$ cat config.mk
export PLATFORM = sky130hd
export DESIGN_NAME = conv_addr_gen
export DESIGN_NICKNAME = d
export VERILOG_FILES = /design/src/rtl/conv_addr_gen.sv
export SDC_FILE = /design/constraint.sdc
export NUM_CORES = 1
export LEC_CHECK = 0
export BUFFER_PORTS_ARGS = -buffer_cell sky130_fd_sc_hd__clkbuf_2
export CAP_MARGIN = 20
export CORE_MARGIN = 2
export CORE_UTILIZATION = 56
export CTS_BUF_LIST = sky130_fd_sc_hd__clkbuf_16
export DETAILED_ROUTE_END_ITERATION = 6
export PLACE_DENSITY = 0.87
export SETUP_SLACK_MARGIN = 0.02
export SYNTH_ARGS = -nofsm -noshare
export SYNTH_HDL_FRONTEND = slang
export SYNTH_SLANG_ARGS = --single-unit
$ cat constraint.sdc
create_clock -name clk -period 6 [get_ports clk]
set_input_delay 0.3 -clock clk [delete_from_list [all_inputs] [get_ports clk]]
set_output_delay 0.3 -clock clk [all_outputs]
set_load 0.03 [all_outputs]
$ cat src/rtl/conv_addr_gen.sv
// conv_addr_gen: incremental ifmap/weight/output address generator with a valid/ready beat stream
module conv_addr_gen #(
  parameter int NUM_PE    = 4,
  parameter int ADDR_W    = 20,
  parameter int WT_ADDR_W = 16,
  parameter int DIM_W     = 8
) (
  input  logic                       clk,
  input  logic                       rst_n,
  input  logic                       start,
  input  logic                       abort,
  input  logic [DIM_W-1:0]           cfg_k,
  input  logic [DIM_W-1:0]           cfg_cha,
  input  logic [DIM_W-1:0]           cfg_row,
  input  logic [DIM_W-1:0]           cfg_col,
  input  logic [DIM_W-1:0]           cfg_wrow,
  input  logic [DIM_W-1:0]           cfg_wcol,
  input  logic [DIM_W-1:0]           cfg_orow,
  input  logic [DIM_W-1:0]           cfg_stride,
  input  logic [ADDR_W-1:0]          cfg_sample_area,
  output logic                       out_valid,
  input  logic                       out_ready,
  output logic [NUM_PE*ADDR_W-1:0]   addr_in,
  output logic [WT_ADDR_W-1:0]       addr_wt,
  output logic [WT_ADDR_W-1:0]       addr_out,
  output logic                       acc_first,
  output logic                       acc_last,
  output logic                       busy,
  output logic                       done
);
  typedef enum logic [1:0] {IDLE, RUN, DONE} state_t;
  localparam logic [DIM_W-1:0] ONE = DIM_W'(1);
  state_t                      state_q;
  logic [DIM_W-1:0]            k_q, c_q, r_q, kcnt_q, cha_q, orow_q;
  logic [DIM_W-1:0]            k_d, c_d, r_d;
  logic [ADDR_W-1:0]           row_step_q, ch_step_q, row_off_q, ch_off_q;
  logic [ADDR_W-1:0]           row_d, ch_d, acc;
  logic [WT_ADDR_W-1:0]        wt_step_q, wt_q, kbase_q, out_q;
  logic [WT_ADDR_W-1:0]        wt_d, kbase_d;
  logic [NUM_PE*ADDR_W-1:0]    lane_q, lane_d, ain_q, ain_d;
  logic                        valid_q, first_q, last_q, busy_q, done_q;
  logic                        r_last, c_last, fin;
  assign r_last    = r_q == orow_q - ONE;
  assign c_last    = c_q == cha_q - ONE;
  assign fin       = r_last && c_last && (k_q == kcnt_q - ONE);
  assign out_valid = valid_q;
  assign addr_in   = ain_q;
  assign addr_wt   = wt_q;
  assign addr_out  = out_q;
  assign acc_first = first_q;
  assign acc_last  = last_q;
  assign busy      = busy_q;
  assign done      = done_q;
  // lane base offsets p*sample_area built as a chain of additions from the live config
  always_comb begin
    acc    = '0;
    lane_d = '0;
    for (int p = 0; p < NUM_PE; p++) begin
      lane_d[p*ADDR_W +: ADDR_W] = acc;
      acc = acc + cfg_sample_area;
    end
  end
  // next loop position and its addresses; row innermost, then channel, then kernel
  always_comb begin
    r_d     = r_last ? '0 : r_q + ONE;
    row_d   = r_last ? '0 : row_off_q + row_step_q;
    c_d     = r_last ? (c_last ? '0 : c_q + ONE) : c_q;
    ch_d    = r_last ? (c_last ? '0 : ch_off_q + ch_step_q) : ch_off_q;
    k_d     = (r_last && c_last) ? k_q + ONE : k_q;
    wt_d    = r_last ? wt_q + wt_step_q : wt_q;
    kbase_d = (r_last && c_last) ? kbase_q + WT_ADDR_W'(orow_q) : kbase_q;
    ain_d   = '0;
    for (int p = 0; p < NUM_PE; p++)
      ain_d[p*ADDR_W +: ADDR_W] = lane_q[p*ADDR_W +: ADDR_W] + ch_d + row_d;
  end
  // control FSM with registered beat outputs; counters advance only on a handshake
  always_ff @(posedge clk or negedge rst_n) begin
    if (!rst_n) begin
      state_q    <= IDLE;
      k_q        <= '0;
      c_q        <= '0;
      r_q        <= '0;
      kcnt_q     <= '0;
      cha_q      <= '0;
      orow_q     <= '0;
      row_step_q <= '0;
      ch_step_q  <= '0;
      wt_step_q  <= '0;
      row_off_q  <= '0;
      ch_off_q   <= '0;
      kbase_q    <= '0;
      lane_q     <= '0;
      ain_q      <= '0;
      wt_q       <= '0;
      out_q      <= '0;
      first_q    <= 1'b0;
      last_q     <= 1'b0;
      valid_q    <= 1'b0;
      busy_q     <= 1'b0;
      done_q     <= 1'b0;
    end else begin
      case (state_q)
        IDLE: if (start && !abort) begin
          kcnt_q     <= cfg_k;
          cha_q      <= cfg_cha;
          orow_q     <= cfg_orow;
          row_step_q <= ADDR_W'(cfg_stride) * ADDR_W'(cfg_col);
          ch_step_q  <= ADDR_W'(cfg_row) * ADDR_W'(cfg_col);
          wt_step_q  <= WT_ADDR_W'(cfg_wrow) * WT_ADDR_W'(cfg_wcol);
          lane_q     <= lane_d;
          ain_q      <= lane_d;
          k_q        <= '0;
          c_q        <= '0;
          r_q        <= '0;
          row_off_q  <= '0;
          ch_off_q   <= '0;
          kbase_q    <= '0;
          wt_q       <= '0;
          out_q      <= '0;
          first_q    <= 1'b1;
          last_q     <= cfg_cha == ONE;
          busy_q     <= 1'b1;
          if (cfg_k != '0 && cfg_cha != '0 && cfg_orow != '0) begin
            state_q <= RUN;
            valid_q <= 1'b1;
          end else begin
            state_q <= DONE;
            done_q  <= 1'b1;
          end
        end
        RUN: if (abort) begin
          state_q <= IDLE;
          valid_q <= 1'b0;
          busy_q  <= 1'b0;
        end else if (valid_q && out_ready) begin
          if (fin) begin
            state_q <= DONE;
            valid_q <= 1'b0;
            done_q  <= 1'b1;
          end else begin
            k_q       <= k_d;
            c_q       <= c_d;
            r_q       <= r_d;
            row_off_q <= row_d;
            ch_off_q  <= ch_d;
            kbase_q   <= kbase_d;
            wt_q      <= wt_d;
            ain_q     <= ain_d;
            out_q     <= kbase_d + WT_ADDR_W'(r_d);
            first_q   <= c_d == '0;
            last_q    <= c_d == cha_q - ONE;
          end
        end
        default: begin
          state_q <= IDLE;
          valid_q <= 1'b0;
          busy_q  <= 1'b0;
          done_q  <= 1'b0;
        end
      endcase
    end
  end
endmodule

==> results.cfg <==
[layout]
layout-drive-gt1-share_pct = 11.5
nets = 3902
regArea_um2 = 7710
diodes = 0
areaGrowthSynthToFinish_pct = 12.9
fillers = 3944
final_cell_mix = nand2_1, dfrtp_1, ha_1
final_util_pct = 63.8
final_common_cell = nand2_1
multi_input_area_um2 = 18800
fin_cells = 4064

[drt]
wl_met3_um = 5640
met1_length_um = 31500
first_iter_violations = 2008
highest-signal-layer = met5
routed_via_density = 5.93
detail-route-antenna-nets = 0
drc = 0
wl_met2_um = 35700
drt-total-wl_um = 76300
routedWlPerCell_um = 18.8
vias = 24100
dr.pass1.iters = 6

[clock_network]
cts_buffers = 37
worstSkewPairLatency_ns = 0.57
cts_num_sinks = 308
cts-root-buf = clkbuf_16
cts_tree = built
htree_num_levels = 2
path_clk_slew_ns = 0.06
clk_path_buf_depth = 3

[run_status]
status = complete, no violations

[placed_design]
dp_slack_ns = -0.414
port_buffers = 205
dpl.cell_count = 3966
place_congestion = 0.987
hpwl_um = 56400

[floorplanning]
num_io_pins = 206
core_area_um2 = 48800
fp.dieH_um = 226
die_area_um2 = 51100
die_w_um = 226
start_util_pct = 56.5
num_rows = 81

[synthesis]
mappedNetlistArea_um2 = 27600
syn_area_per_cell_um2 = 8.76
ys.flop_type = dfrtp_1
syn_nets = 3682
synth_seq_area_share_pct = 27.9
synthArstFlopShare_pct = 100
syn_inst = 3152
synth_cell_type_count = 93
ys_seq_elements = 308
synth-edff-count = 0
synth_warnings = 0

[sta]
drv_slew = 0
finalCritPeriodShare_pct = 96.4
max_slew.worst_pin.slew_ns = 0.961
slew_headroom_pct = 36.0
fin_skew_ns = 0.0283
hold_viol = 0
rsz0062_at_grt = yes
fmax_mhz = 173
finalWorstSetupSlack_ns = 0.214
min_period_ns = 5.79
tns_ns = 0
setup_viol_count_final = 0

[pwr]
irDropWorstVdd_uv = 287
leakage_nw = 15.7
fin_total_pwr_w = 0.0153
p_per_area_nw_per_um2 = 490

[worst_setup_path]
crit_arrival_ns = 6.20
required_ns = 6.42
end_kind = flip-flop
critPathKind = flip-flop to flip-flop
critPathSlowestCell = o31ai_2
cp_max_fo = 8
critPathLaunchType = flip-flop
worstPathCellList = nor3_2 -> buf_4 -> xnor2_1 -> mux2i_1 -> o21ai_0 -> nand3_1 -> buf_4 -> o31ai_2 -> fa_1 -> ha_1 -> o21a_1 -> o31a_1 -> o31a_1 -> nor2_1 -> o21ai_1 -> a41oi_1 -> a21oi_2 -> a21o_1 -> a21oi_1 -> xnor2_1 -> o21ai_0
slowest_delay_ns = 0.62

[global_routing]
grt_pass1_vias = 24000
grt_pass1_wl_um = 124000
track_usage_pct = 30.5
antenna_found_initial = 1
grt_max_degree = 123
grt_overflow_total = 0

[worst_hold_path]
hold_class = primary input to flip-flop

[job]
maxCapViolations = 0
## where the power goes
| group | switching (W) | internal [W] | leakage, nW |
|---|---|---|---|
| clock network | 0.000933 | 0.00130 | 0.605 |
| logic | 0.00584 | 0.00382 | 11.1 |
| registers | 0.000647 | 0.00273 | 3.97 |
| total | 0.00742 | 0.00786 | 15.7 |
## sequential cells by signal (all words and copies together) (netlist names), 16 cells and up
signal and flops:
addr_in 78, lane_q 39, ch_off_q 20, row_off_q 20, addr_out 16, addr_wt 16
ch_step_q 16, kbase_q 16, row_step_q 16, wt_step_q 16
## synthesized netlist by cell type, drive strengths merged, types with 4 or more instances
master / number / area, µm²
a2111oi: 9 / 78.8
a211o: 4 / 35.0
a211oi: 21 / 158
a21boi: 12 / 90.1
a21o: 60 / 450
a21oi: 175 / 876
a22o: 16 / 140
a22oi: 7 / 57.6
a31oi: 18 / 113
and2: 109 / 682
and3: 27 / 169
buf: 48 / 263
clkbuf: 75 / 282
dfrtp: 308 / 7710
fa: 173 / 3460
ha: 268 / 3350
inv: 213 / 800
mux2: 4 / 45.0
mux2i: 10 / 100
nand2: 546 / 2060
nand2b: 37 / 231
nand3: 84 / 425
nand3b: 4 / 30.0
nand4: 12 / 81.3
nor2: 159 / 599
nor2b: 27 / 169
nor3: 57 / 302
nor4: 19 / 146
o211ai: 5 / 37.5
o21a: 24 / 180
o21ai: 225 / 1130
o21bai: 20 / 150
o22ai: 6 / 37.5
o31a: 4 / 35.0
o31ai: 66 / 495
o41ai: 9 / 78.8
or2: 7 / 43.8
or3: 11 / 73.8
or4: 5 / 41.3
xnor2: 123 / 1080
xor2: 99 / 875
## what timing repair did
item | 4_1_cts | 5_1_grt
pin swaps | 0 | 5
hold buffers | 28 | 0
endpoints found under the setup margin | 9 | 16
gates resized for setup | 12 | 25
setup buffers | 0 | 2
hold endpoints to repair | 142 | 0
## cell type report
class	instances	area share, %
clock inverters	28	0.662
repair buffers	304	6.09
flip-flops and latches	308	24.7
multi-input cells	2508	60.2
clock buffers	39	3.13
well taps	664	2.66
inverters	213	2.56
## kinds of logic (layout without fill, tap and decap cells)
group	count (synthesis)	count (layout)	share of synthesized area (%)
flops	308	308	27.9
mux	14	14	0.526
simple gates	1116	1116	18.7
xor+xnor	223	223	7.18
compound gates	714	714	16.1
fa+ha+maj	441	441	24.7
buf+inv	336	584	4.87
## stage by stage
step / hold WS [ns] / instance area [µm²]
finish: 0.0134 / 31200
global placement: 0.450 / 29500
floorplan: 0.00441 / 27600
CTS: 0.00148 / 31100
global route: 0.0228 / 31200
detailed placement: 0.460 / 29500
## critical path: cells and delay by family, from the launching register on
kind / cells / cell delay (ns)
AO/OA/AOI/OAI: 11 / 2.66
XOR/XNOR: 2 / 0.25
adder cells (fa/ha/maj): 2 / 0.92
buffers and inverters: 2 / 0.46
flip-flops: 1 / 0.48
multiplexers: 1 / 0.08
AND/OR/NAND/NOR: 3 / 0.78
## routing by layer
| layer | track usage [%] | vias up |
|---|---|---|
| li1 | - | 11200 |
| met5 | 0 | - |
| met3 | 4.24 | 227 |
| met4 | 13.2 | 2 |
| met1 | 40.1 | 11700 |
| met2 | 50.5 | 995 |
## final timing paths
path	startpoint	endpoint	slack [ns]	cells after the start
setup / recovery	orow_q[2]	addr_in[59]	0.21	21
hold / removal	abort	state_q[0]	0.01	2
setup reg to reg	orow_q[2]	addr_in[59]	0.21	21
hold reg to reg	addr_out[1]	addr_out[1]	0.48	2
max in group asynchronous	rst_n	addr_wt[9]	4.04	3
min in group asynchronous	rst_n	addr_in[60]	0.44	2
(Power assumes the default switching activity.)
